### src/rtl/dac_pkg.sv
// Shared definitions for the SPI DAC controller: FSM state encoding,
// frame width helper and the default write command code.
package dac_pkg;

  // Controller FSM state encoding
  localparam logic [1:0] ST_IDLE  = 2'd0;
  localparam logic [1:0] ST_SHIFT = 2'd1;
  localparam logic [1:0] ST_GAP   = 2'd2;
  localparam logic [1:0] ST_LDAC  = 2'd3;

  // Command code placed in every write frame unless overridden
  localparam logic [3:0] CMD_WRITE_DEFAULT = 4'b0000;

  // Frame length in bits: command, channel address, sample
  function automatic int unsigned frame_width(input int unsigned cmd_w,
                                              input int unsigned addr_w,
                                              input int unsigned data_w);
    return cmd_w + addr_w + data_w;
  endfunction

endpackage

### src/rtl/spi_sck_gen.sv
// SPI mode-0 clock divider: SCK spends CLK_DIV cycles per half-period,
// starting low, and is forced low whenever it is not enabled.
// rise_tick/fall_tick flag the clk edge on which SCK goes high/low.
module spi_sck_gen #(
  parameter int unsigned CLK_DIV = 2
) (
  input  logic clk,
  input  logic rst_n,
  input  logic en,
  output logic sck,
  output logic rise_tick,
  output logic fall_tick
);

  localparam int unsigned DIV_W = (CLK_DIV > 1) ? $clog2(CLK_DIV) : 1;

  logic [DIV_W-1:0] cnt_q;
  logic             wrap;

  // End of a half-period: SCK toggles on this edge
  assign wrap      = en && (cnt_q == DIV_W'(CLK_DIV - 1));
  assign rise_tick = wrap && !sck;
  assign fall_tick = wrap && sck;

  // Half-period counter and SCK level
  always_ff @(posedge clk) begin
    if (!rst_n || !en) begin
      cnt_q <= '0;
      sck   <= 1'b0;
    end else if (wrap) begin
      cnt_q <= '0;
      sck   <= ~sck;
    end else begin
      cnt_q <= cnt_q + 1'b1;
    end
  end

endmodule

### src/rtl/spi_dac_ctrl.sv
// Multi-channel SPI DAC controller: accepts a sample set, writes one
// {CMD, channel, sample} frame per channel, then strobes LDAC_N.
// Optional MISO readback capture is built when DAC_READBACK_EN is defined.
module spi_dac_ctrl
  import dac_pkg::*;
#(
  parameter int unsigned      DATA_W    = 16,
  parameter int unsigned      CHANNELS  = 2,
  parameter int unsigned      CMD_W     = 4,
  parameter int unsigned      ADDR_W    = 4,
  parameter logic [CMD_W-1:0] CMD_WRITE = CMD_W'(CMD_WRITE_DEFAULT),
  parameter int unsigned      CLK_DIV   = 2,
  parameter int unsigned      CS_GAP    = 2,
  localparam int unsigned     FRAME_W   = frame_width(CMD_W, ADDR_W, DATA_W)
) (
  input  logic                         CLK,
  input  logic                         RST_N,
  input  logic [CHANNELS*DATA_W-1:0]   S_DATA,
  input  logic                         S_VALID,
  output logic                         S_READY,
  output logic                         SCK,
  output logic                         MOSI,
  output logic                         CS_N,
  input  logic                         MISO,
  output logic                         LDAC_N,
  output logic                         BUSY,
  output logic [FRAME_W-1:0]           RDATA,
  output logic [ADDR_W-1:0]            RDATA_CH,
  output logic                         RDATA_VALID
);

  localparam int unsigned BIT_W   = (FRAME_W > 1) ? $clog2(FRAME_W) : 1;
  localparam int unsigned CNT_MAX = (CS_GAP > CLK_DIV) ? CS_GAP : CLK_DIV;
  localparam int unsigned CNT_W   = (CNT_MAX > 1) ? $clog2(CNT_MAX) : 1;

  logic [1:0]                 state_q, state_nxt;
  logic [ADDR_W-1:0]          ch_q;
  logic [BIT_W-1:0]           bit_q;
  logic [CNT_W-1:0]           cnt_q;
  logic [CHANNELS*DATA_W-1:0] data_q;
  logic [FRAME_W-1:0]         tx_q;
  logic                       sck_en, rise_tick, fall_tick, last_bit;

  function automatic logic [FRAME_W-1:0] frame_of(input logic [ADDR_W-1:0] c,
                                                  input logic [DATA_W-1:0] d);
    return {CMD_WRITE, c, d};
  endfunction

  assign sck_en   = (state_q == ST_SHIFT);
  assign last_bit = sck_en && fall_tick && (bit_q == BIT_W'(FRAME_W - 1));
  assign MOSI     = tx_q[FRAME_W-1];

  spi_sck_gen #(.CLK_DIV(CLK_DIV)) u_sck_gen (
    .clk       (CLK),
    .rst_n     (RST_N),
    .en        (sck_en),
    .sck       (SCK),
    .rise_tick (rise_tick),
    .fall_tick (fall_tick)
  );

  // Next-state logic
  always_comb begin
    state_nxt = state_q;
    case (state_q)
      ST_IDLE:  if (S_VALID) state_nxt = ST_SHIFT;
      ST_SHIFT: if (last_bit) state_nxt = ST_GAP;
      ST_GAP: begin
        if (cnt_q == CNT_W'(CS_GAP - 1))
          state_nxt = (ch_q == ADDR_W'(CHANNELS - 1)) ? ST_LDAC : ST_SHIFT;
      end
      ST_LDAC:  if (cnt_q == CNT_W'(CLK_DIV - 1)) state_nxt = ST_IDLE;
      default:  state_nxt = ST_IDLE;
    endcase
  end

  // State register
  always_ff @(posedge CLK) begin
    if (!RST_N) state_q <= ST_IDLE;
    else        state_q <= state_nxt;
  end

  // Frame datapath: sample latch, channel/bit/phase counters, MOSI shifter.
  // data_q holds only the lanes not yet sent, so the next lane is always at the bottom.
  always_ff @(posedge CLK) begin
    if (!RST_N) begin
      ch_q   <= '0;
      bit_q  <= '0;
      cnt_q  <= '0;
      data_q <= '0;
      tx_q   <= '0;
    end else begin
      case (state_q)
        ST_IDLE: begin
          if (S_VALID) begin
            data_q <= S_DATA >> DATA_W;
            ch_q   <= '0;
            bit_q  <= '0;
            tx_q   <= frame_of(ADDR_W'(0), S_DATA[DATA_W-1:0]);
          end
        end
        ST_SHIFT: begin
          cnt_q <= '0;
          if (fall_tick) begin
            tx_q  <= tx_q << 1;
            bit_q <= bit_q + 1'b1;
          end
        end
        ST_GAP: begin
          cnt_q <= cnt_q + 1'b1;
          if (cnt_q == CNT_W'(CS_GAP - 1)) begin
            cnt_q <= '0;
            if (state_nxt == ST_SHIFT) begin
              ch_q   <= ch_q + 1'b1;
              bit_q  <= '0;
              tx_q   <= frame_of(ch_q + 1'b1, data_q[DATA_W-1:0]);
              data_q <= data_q >> DATA_W;
            end
          end
        end
        ST_LDAC: cnt_q <= cnt_q + 1'b1;
        default: ;
      endcase
    end
  end

  // Registered strobes derived from the state being entered
  always_ff @(posedge CLK) begin
    if (!RST_N) begin
      CS_N    <= 1'b1;
      LDAC_N  <= 1'b1;
      S_READY <= 1'b1;
      BUSY    <= 1'b0;
    end else begin
      CS_N    <= (state_nxt != ST_SHIFT);
      LDAC_N  <= (state_nxt != ST_LDAC);
      S_READY <= (state_nxt == ST_IDLE);
      BUSY    <= (state_nxt != ST_IDLE);
    end
  end

`ifdef DAC_READBACK_EN
  logic [FRAME_W-1:0] rx_q;

  // MISO capture on SCK rising edges; publish the frame as GAP is entered
  always_ff @(posedge CLK) begin
    if (!RST_N) begin
      rx_q        <= '0;
      RDATA       <= '0;
      RDATA_CH    <= '0;
      RDATA_VALID <= 1'b0;
    end else begin
      RDATA_VALID <= 1'b0;
      if (rise_tick) rx_q <= {rx_q[FRAME_W-2:0], MISO};
      if (last_bit) begin
        RDATA       <= rx_q;
        RDATA_CH    <= ch_q;
        RDATA_VALID <= 1'b1;
      end
    end
  end
`else
  logic unused_readback;

  assign RDATA           = '0;
  assign RDATA_CH        = '0;
  assign RDATA_VALID     = 1'b0;
  assign unused_readback = ^{MISO, rise_tick};
`endif

endmodule

### config.mk
export PLATFORM = sky130hd
export DESIGN_NAME = spi_dac_ctrl
export DESIGN_NICKNAME = d
export VERILOG_FILES = /design/src/rtl/dac_pkg.sv /design/src/rtl/spi_sck_gen.sv /design/src/rtl/spi_dac_ctrl.sv
export SDC_FILE = /design/constraint.sdc
export NUM_CORES = 1
export LEC_CHECK = 0
export ABC_AREA = 1
export BUFFER_PORTS_ARGS = -buffer_cell sky130_fd_sc_hd__buf_4
export CELL_PAD_IN_SITES_DETAIL_PLACEMENT = 1
export CELL_PAD_IN_SITES_GLOBAL_PLACEMENT = 1
export CORE_UTILIZATION = 38
export CTS_BUF_LIST = sky130_fd_sc_hd__clkbuf_8 sky130_fd_sc_hd__clkbuf_16
export DETAILED_ROUTE_END_ITERATION = 7
export PLACE_DENSITY_LB_ADDON = 0.1
export SLEW_MARGIN = 20
export SYNTH_ARGS = -nofsm -noshare
export SYNTH_HDL_FRONTEND = slang
export SYNTH_SLANG_ARGS = --single-unit
### constraint.sdc
create_clock -name CLK -period 2.7 [get_ports CLK]
set_input_delay 0.27 -clock CLK [delete_from_list [all_inputs] [get_ports CLK]]
set_output_delay 0.27 -clock CLK [all_outputs]
set_load 0.02 [all_outputs]
# Yosys cells after proc, flatten, opt, wreduce, memory -nomap -nowiden
# Index checks and enable logic that the tools add are counted.
[op_classes]
n_addsub = 4
n_eq_ne = 12
mux = 26
bitwise_logic = 1
n_reduce_logical = 16
[ops]
columns = ["operator", "count"]
rows = [
  ["$mux 24", 4],
  ["$mux 32", 3],
  ["$pmux 24 s3", 1],
  ["$pmux 32 s2", 1],
  ["$mux 5", 4],
  ["$pmux 5 s3", 1],
  ["$mux 4", 3],
  ["$mux 2", 5],
  ["$ne 2x2->1 const B", 4],
  ["$pmux 2 s4", 1],
  ["$pmux 4 s2", 1],
  ["$reduce_bool 3->1", 2],
  ["$add 5x1->5 const B", 1],
  ["$eq 5x5->1 const B", 1],
  ["$reduce_and 5->1", 1],
  ["$add 4x1->4 const B", 1],
  ["$eq 2x1->1 const B", 2],
  ["$eq 2x2->1 const B", 2],
  ["$eq 4x1->1 const B", 1],
  ["$logic_and 1x1->1", 4],
  ["$logic_not 2->1", 2],
  ["$ne 2x1->1 const B", 2],
  ["$reduce_and 4->1", 1],
  ["$reduce_bool 2->1", 2],
  ["other kinds (7)", 9],
]
[totals]
reg_bits = 74
word_cells = 71

# Depth between registers and ports, before layout
# Gate-level depths: netlist (run 1).
[depth]
depth_word = 11
ltp_mapped = 16

# Cells and area by module
# A second synthesis (run 1) with hierarchy kept.
[unflattened]
hier_cells = 496
hier_area_um2 = 3515.9
[by_module_without_submodules]
columns = ["mod", "instances", "cells_per_inst", "area_per_inst_um2", "seq_area_each_um2"]
rows = [
  ["spi_dac_ctrl", 1, 483, 3422.0, 1121.1],
  ["spi_sck_gen", 1, 13, 93.8, 40.0],
]

# Least setup slack after synthesis (run 1)
# OpenSTA, ideal clock, no wires.
[synth_path]
path_type = "register to register"
startpoint = "register state_q[0]"
endpoint = "register bit_q[1]"
t_arrival_ps = 1902
t_required_ps = 2590
path_slack_ps = 688
path_stages_with_launch = 16
n_path_buf = 3
period_less_slack_ps = 2012
path_cell_list = "dfxtp_1 -> inv_1 -> ha_1 -> buf_4 -> inv_2 -> nand2_2 -> a21oi_1 -> nand2_1 -> nand3_1 -> o21bai_4 -> nand3_1 -> buf_2 -> buf_6 -> nand2_1 -> inv_2 -> nor2_1"
[synth_between]
elab_chain_len = 10
elab_cells_between_ends = 21
classes_between = "eq/ne (8); mux (6); reduce/logical (7)"
[synth_lines]
columns = ["item", "line", "source"]
rows = [
  ["from (decl)", "spi_dac_ctrl.sv:36", "logic [1:0] state_q, state_nxt;"],
  ["from (signal assigned)", "spi_dac_ctrl.sv:80", "else state_q <= state_nxt;"],
  ["$eq 2x1->1", "spi_dac_ctrl.sv:49, spi_dac_ctrl.sv:65, spi_dac_ctrl.sv:93", ""],
  ["$logic_and 1x1->1", "spi_sck_gen.sv:21", "assign wrap = en && (cnt_q == DIV_W'(CLK_DIV - 1));"],
  ["$logic_and 1x1->1", "spi_sck_gen.sv:23", "assign fall_tick = wrap && sck;"],
  ["$logic_and 1x1->1 (2 in a row)", "spi_dac_ctrl.sv:50", "assign last_bit = sck_en && fall_tick && (bit_q == BIT_W'(FRAME_W - 1));"],
  ["$mux 2", "spi_dac_ctrl.sv:67", "ST_SHIFT: if (last_bit) state_nxt = ST_GAP;"],
  ["$pmux 2 s4", "spi_dac_ctrl.sv:65", "case (state_q)"],
  ["$eq 2x1->1", "spi_dac_ctrl.sv:113", "if (state_nxt == ST_SHIFT) begin"],
  ["$ne 2x2->1 (no source line)", "n/a", ""],
  ["$reduce_and 5->1 (no source line)", "n/a", ""],
  ["to (signal assigned)", "spi_dac_ctrl.sv:106", "bit_q <= bit_q + 1'b1;"],
  ["to (decl)", "spi_dac_ctrl.sv:38", "logic [BIT_W-1:0] bit_q;"],
]
# Parallel ways exist; a longest one is shown, timed or not.
# A chain may end at the register's enable or synchronous reset.

# Worst setup path after layout (run 1)
[layout_path]
startpoint = "register state_q[1]"
endpoint = "register tx_q[7]"
[layout_between]
elab_chain_len = 10
elab_cells_between_ends = 21
classes_between = "eq/ne (8); mux (6); reduce/logical (7)"
[layout_lines]
columns = ["item", "line", "source"]
rows = [
  ["$eq 2x1->1", "spi_dac_ctrl.sv:49, spi_dac_ctrl.sv:65, spi_dac_ctrl.sv:93", ""],
  ["$logic_and 1x1->1", "spi_sck_gen.sv:21", ""],
  ["$logic_and 1x1->1", "spi_sck_gen.sv:23", ""],
  ["$logic_and 1x1->1 (2 in a row)", "spi_dac_ctrl.sv:50", ""],
  ["$mux 2", "spi_dac_ctrl.sv:67", ""],
  ["$pmux 2 s4", "spi_dac_ctrl.sv:65", ""],
  ["$eq 2x1->1", "spi_dac_ctrl.sv:113", ""],
  ["$ne 2x2->1 (no source line)", "n/a", ""],
  ["$reduce_and 5->1 (no source line)", "n/a", ""],
  ["to (signal assigned)", "spi_dac_ctrl.sv:99", "tx_q <= frame_of(ADDR_W'(0), S_DATA[DATA_W-1:0]);"],
  ["to (signal assigned)", "spi_dac_ctrl.sv:105", "tx_q <= tx_q << 1;"],
  ["to (signal assigned)", "spi_dac_ctrl.sv:116", "tx_q <= frame_of(ch_q + 1'b1, data_q[DATA_W-1:0]);"],
  ["to (decl)", "spi_dac_ctrl.sv:41", "logic [FRAME_W-1:0] tx_q;"],
]
# Parallel ways exist; a longest one is shown, timed or not.

==> results of run 1 <==
[how the worst min path moves through the flow]
stage | slack, ps | to | start
CTS | 260 | data_q[1] | S_DATA[17]
global route | 290 | data_q[5] | S_DATA[21]
floorplan | 410 | u_sck_gen.cnt_q | u_sck_gen.cnt_q
global placement | 420 | u_sck_gen.cnt_q | u_sck_gen.cnt_q
finish | 270 | data_q[9] | S_DATA[25]
detailed placement | 440 | u_sck_gen.cnt_q | u_sck_gen.cnt_q
[layout make-up]
| type | count | area, um2 | share of cell area, % |
|---|---|---|---|
| repair buffers | 54 | 418 | 10.4 |
| well taps | 108 | 135 | 3.36 |
| inverters | 126 | 473 | 11.8 |
| multi-input cells | 351 | 1650 | 40.9 |
| flip-flops and latches | 58 | 1160 | 28.8 |
| clock buffers | 12 | 165 | 4.10 |
| clock inverters | 4 | 25.0 | 0.622 |
[logic make-up (layout without fill, tap and decap cells)]
group                    count (synthesis)  in the layout
buffers and inverters                  183            196
AO/OA/AOI/OAI                           49             49
adder cells (fa/ha/maj)                  8              8
other                                    1             29
flip-flops                              58             58
AND/OR/NAND/NOR                        265            265
[report_power, final]
| part | internal, mW | leakage [nW] | switching, mW |
|---|---|---|---|
| logic | 0.280 | 1.66 | 0.501 |
| registers | 0.977 | 0.479 | 0.0573 |
| clock network | 0.404 | 0.0944 | 0.357 |
[registers in the layout, summed over array words and instances (netlist names)]
register and flops:
LDAC_N 1, cnt_q 1, data_q 16, BUSY 1, state_q 2, u_sck_gen.cnt_q 1, u_sck_gen.sck 1, ch_q 4
S_READY 1, bit_q 5, CS_N 1, tx_q 24
[critical path, cell delays in order, from the launching register on]
cell      delay (ps)
dfxtp_1          370
inv_1            130
ha_1             360
nand2_1           90
nor2_1           200
nand3_1          140
nand3_1          120
nand2_1           80
nand2_2          120
o21bai_4         120
nand3_1          110
buf_4            270
nand2_1          100
inv_1             80
nor2_1            40
[Yosys cell counts, drive strengths merged]
| cell type | n |
|---|---|
| inv | 125 |
| o21bai | 1 |
| clkbuf | 13 |
| nor3 | 1 |
| ha | 8 |
| a22oi | 4 |
| a21oi | 22 |
| nand4 | 44 |
| dfxtp | 58 |
| conb | 1 |
| clkinv | 1 |
| o22ai | 16 |
| o31ai | 1 |
| nor2 | 69 |
| nand2 | 136 |
| a21boi | 1 |
| buf | 44 |
| o21ai | 4 |
| nand3 | 15 |
[per-layer routing]
metal / wire length (um) / global-route usage, % / share of wire [%] / up-vias
met5: 0 / 0 / 0 / -
met4: 108 / 7.00 / 1.2 / 0
met3: 372 / 3.94 / 4.0 / 8
met2: 4560 / 37.0 / 49 / 64
met1: 4250 / 25.3 / 46 / 1606
li1: - / - / - / 1739
==> flow_metrics.env, run 1 <==
export IMPL_post_cts_buffers=0
export IMPL_cts_tree="done"
export IMPL_stdcell_count=713
export IMPL_clockBufferDepth=2
export IMPL_fp_dieArea_um2=9630
export IMPL_synth_mux_area_share_pct=0
export IMPL_overflow=0
export IMPL_drt_iter0_drc=100
export IMPL_hold_class="input pin to flip-flop"
export IMPL_clock_sinks=58
export IMPL_worst_slack_ps=253
export IMPL_dpl_cell_area_um2=3830
export IMPL_ys_seq_area_share_pct=33.0
export IMPL_viasPerCell=4.79
export IMPL_cap_violations=0
export IMPL_path_clk_slew_ps=70
export IMPL_syn_area_per_cell_um2=6.23
export IMPL_antenna_found_initial=0
export IMPL_cts_made_buffers=9
export IMPL_period_share_pct=90.6
export IMPL_grt_start_max_net_pins=48
export IMPL_ios=71
export IMPL_finalNetCount=644
export IMPL_synthAdderAreaFrac_pct=2.85
export IMPL_drc=1
export IMPL_antenna_cells=0
export IMPL_post_cts_resized=0
export IMPL_place_gp_congestion=0.766
export IMPL_total_power_mw=2.58
export IMPL_hold_viol_final=0
export IMPL_mappedNetlistArea_um2=3510
export IMPL_cp_end_kind="flip-flop"
export IMPL_synthCells=564
export IMPL_synth_cell_types=25
export IMPL_finalWirelength_um=9300
export IMPL_rsz0062_at_grt="no"
export IMPL_path_max_fanout=20
export IMPL_fin_skew_ps=7.98
export IMPL_gr_usage_all_layers_pct=20.9
export IMPL_routedWlPerCell_um=13.0
export IMPL_grt_pass1_vias=3475
export IMPL_fp_dieH_um=98.2
export IMPL_fin_crit_ps=2450
export IMPL_die_w_um=98.2
export IMPL_coreArea_um2=8850
export IMPL_rr_endpoint="tx_q[7]"
export IMPL_final_core_util_pct=45.5
export IMPL_io_buffer_count=40
export IMPL_synth_compound_area_share_pct=8.37
export IMPL_pre_cts_slack_ps=108
export IMPL_ys_warn_count=0
export IMPL_r2r_worst_path_cells=14
export IMPL_holdBufCountCts=0
export IMPL_h_tree_depth=3
export IMPL_pwr_density_cell_nw_per_um2=640
export IMPL_synth_top_family_by_area="simple AND/OR/NAND/NOR gates"
export IMPL_critPathLaunchType="flip-flop"
export IMPL_crit_end="tx_q[7]"
export IMPL_grt_pass1_wl_um=16100
export IMPL_ir_drop_v=0.000223
export IMPL_dp_cells=697
export IMPL_finalSetupTns_ps=0
export IMPL_hold_depth=5
export IMPL_reg2reg_from="state_q[1]"
export IMPL_setup_viol=0
export IMPL_holdWs_ps=267
export IMPL_fmaxAchievable_ghz=0.409
export IMPL_worstSetupPathType="flip-flop to flip-flop"
export IMPL_setup_worst_path_start="state_q[1]"
export IMPL_n_fill_cell=1236
export IMPL_stdcell_area_um2=4030
export IMPL_dp_hpwl_um=6430
export IMPL_clock_root_buffer="clkbuf_8"
export IMPL_clock_latency_ps=340
export IMPL_arrival_ps=2690
export IMPL_synth_simple_gate_area_share_pct=32.3
export IMPL_num_rows=34
export IMPL_layout_common_cells="nand2_1, inv_1, nor2_1"
export IMPL_drive_above_1_share_pct=13.9
export IMPL_outcome="finished, violations left"
export IMPL_syn_to_final_growth_pct=14.6
export IMPL_first_pass_iters=8
export IMPL_cp_required_ps=2940
export IMPL_synthTopCellsByArea="dfxtp_1, nand2_1, inv_1"
export IMPL_slew_headroom_pct=63.1
export IMPL_failed_checks="DRC"
export IMPL_reg2reg_slack_ps=250
export IMPL_yosysTopAreaCell="dfxtp_1"
export IMPL_tightest_slew_ps=552
export IMPL_synth_xor_area_share_pct=0
export IMPL_postRouteAntennaNets=0
export IMPL_drv_slew=0
export IMPL_floorplan_initialDensity_pct=39.7
export IMPL_p_leak_nw=2.24
export IMPL_yosys_area_top_type_share_pct=33.0
export IMPL_routed_via_count=3417
export IMPL_final_common_cell="nand2_1"
export IMPL_ys_ff_latch=58
No activity file was read; power rests on OpenSTA's default activity.
==> run 2, diff against run 1 <==
--- a/config.mk
+++ b/config.mk
@@ -9,11 +9,12 @@
 export BUFFER_PORTS_ARGS = -buffer_cell sky130_fd_sc_hd__buf_4
 export CELL_PAD_IN_SITES_DETAIL_PLACEMENT = 1
 export CELL_PAD_IN_SITES_GLOBAL_PLACEMENT = 1
-export CORE_UTILIZATION = 38
+export CORE_UTILIZATION = 39
 export CTS_BUF_LIST = sky130_fd_sc_hd__clkbuf_8 sky130_fd_sc_hd__clkbuf_16
 export DETAILED_ROUTE_END_ITERATION = 7
 export PLACE_DENSITY_LB_ADDON = 0.1
 export SLEW_MARGIN = 20
 export SYNTH_ARGS = -nofsm -noshare
 export SYNTH_HDL_FRONTEND = slang
+export SYNTH_HIERARCHICAL = 1
 export SYNTH_SLANG_ARGS = --single-unit
==> run 2 against run 1 <==
Net effect:
- sequential share of layout area increased by 0.27 points
- flip-flop and latch count is the same
- synthesized cell count shrank 12%
- largest power group unchanged
- highest routed layer unchanged
- the run now ends clean
- maximum frequency rose by 5.7%
==> flow_metrics.env, run 2 <==
export IMPL_sequentialPowerShare_pct=38.6
export IMPL_post_cts_buffers=0
export IMPL_overflow=0
export IMPL_fin_skew_ps=9.62
export IMPL_place_gp_congestion=0.760
export IMPL_clock_root_buffer="clkbuf_8"
export IMPL_pwr_density_cell_nw_per_um2=737
export IMPL_viasPerCell=4.86
export IMPL_final_core_util_pct=45.7
export IMPL_drc=0
export IMPL_layout_common_cells="nand2_1, nor2_1, dfxtp_1"
export IMPL_fin_crit_ps=2310
export IMPL_clock_sinks=58
export IMPL_finalSetupTns_ps=0
export IMPL_gr_usage_all_layers_pct=18.2
export IMPL_finalWirelength_um=8040
export IMPL_regMostFlops="tx_q"
export IMPL_rsz0062_at_grt="no"
export IMPL_comb_power_share_pct=32.7
export IMPL_first_pass_iters=4
export IMPL_worstSetupPathType="flip-flop to flip-flop"
export IMPL_grt_pass1_wl_um=14100
export IMPL_synthCells=495
export IMPL_syn_to_final_growth_pct=13.5
export IMPL_cap_violations=0
export IMPL_postRouteAntennaNets=0
export IMPL_die_w_um=96.9
export IMPL_seq_area_um2=1160
export IMPL_ys_warn_count=6
export IMPL_holdBufCountCts=0
export IMPL_period_share_pct=85.7
export IMPL_final_common_cell="nand2_1"
export IMPL_n_fill_cell=1136
export IMPL_hold_viol_final=0
export IMPL_outcome="completed"
export IMPL_antenna_found_initial=0
export IMPL_drt_iter0_drc=76
export IMPL_switching_share_pct=34.8
export IMPL_path_clk_slew_ps=70
export IMPL_p_switching_mw=1.02
export IMPL_arrival_ps=2540
export IMPL_routed_via_count=3106
export IMPL_largest_reg_flops=24
export IMPL_ios=71
export IMPL_post_cts_resized=0
export IMPL_hold_class="input pin to flip-flop"
export IMPL_drv_slew=0
export IMPL_p_clk_share_pct=28.6
export IMPL_path_max_fanout=44
export IMPL_num_rows=34
export IMPL_clock_latency_ps=340
export IMPL_fp_dieH_um=96.9
export IMPL_grt_pass1_vias=3103
export IMPL_reg_top3="tx_q (24), data_q (16), bit_q (5)"
export IMPL_grt_start_max_net_pins=45
export IMPL_routedWlPerCell_um=12.6
export IMPL_fmaxAchievable_ghz=0.432
export IMPL_total_power_mw=2.94
export IMPL_setup_viol=0
export IMPL_cts_tree="done"
export IMPL_cp_required_ps=2930
export IMPL_coreArea_um2=8720
export IMPL_power_internal_mw=1.92
export IMPL_multi_input_area_um2=1860
export IMPL_critPathLaunchType="flip-flop"
export IMPL_h_tree_depth=3
export IMPL_drive_above_1_share_pct=23.4
export IMPL_syn_area_per_cell_um2=7.10
export IMPL_cp_end_kind="flip-flop"
export IMPL_dp_hpwl_um=5520
export IMPL_p_leak_nw=1.94
export IMPL_cts_made_buffers=9
export IMPL_clockBufferDepth=2
export IMPL_floorplan_initialDensity_pct=40.3
export IMPL_antenna_cells=0
export IMPL_io_buffer_count=40
export IMPL_ir_drop_v=0.000216
export IMPL_finalNetCount=571
export IMPL_mappedNetlistArea_um2=3510
export IMPL_fp_dieArea_um2=9390
## run 2: changes by cell type in the layout (fill, tap and decap cells not counted), sizes merged, moves of 5 or more
cell and change:
o22ai -12, nand4 -42, nand3b +5, nand3 +28
nand2 -32, a21oi +31, nor2 +18, a221oi +11
inv -78
## run 2: cell type report
cell class	count	area share (%)
clock buffers	12	4.14
clock inverters	3	0.973
inverters	49	4.64
multi-input cells	357	46.7
flip-flops and latches	58	29.1
well taps	108	3.39
repair buffers	52	11.0
## run 2: stage by stage
stage | hold slack (ps) | setup slack (ps) | cell area (um2) | std cells
after global placement | 443 | 448 | 3780 | 624
after CTS | 254 | 366 | 3990 | 639
after global routing | 266 | 167 | 3990 | 639
after floorplan | 421 | 865 | 3620 | 523
after detailed placement | 456 | 388 | 3780 | 624
final | 268 | 386 | 3990 | 639
## run 2: power by group through the flow
stage	combinational (mW)	sequential (mW)	clock [mW]
final	0.962	1.13	0.841
after CTS	0.980	1.14	0.871
after global routing	1.09	1.16	0.905
after floorplan	0.751	1.15	0
after detailed placement	0.975	1.15	0
after global placement	0.941	1.15	0
## run 2: worst max-delay path, cell delays in order, from the launching register on
cell	delay, ps
dfxtp_1	430
inv_1	120
ha_1	300
nand2_2	130
nor2_4	40
nand2_1	50
nor2_1	40
nand2_2	70
nand2_2	60
a21oi_2	140
nand3_2	90
nand2_4	200
buf_12	280
nand3_1	110
nand2_1	80
nor2_1	40
## run 2: worst paths after layout
path / slack, ps / from / cells past startpoint / end
setup / recovery: 390 / state_q[1] / 15 / data_q[2]
hold / removal: 270 / RST_N / 3 / bit_q[4]
setup reg to reg: 390 / state_q[1] / 15 / data_q[2]
hold reg to reg: 460 / u_sck_gen/cnt_q / 1 / u_sck_gen/cnt_q
## run 2: metal layers
layer	part of all wire, %	wire length [um]	vias to the layer above	track usage [%]
met1	47	3810	1463	22.2
met4	1.7	137	0	7.92
li1	-	-	1585	-
met2	49	3900	46	31.6
met5	0	0	-	0
met3	2.4	189	12	2.60
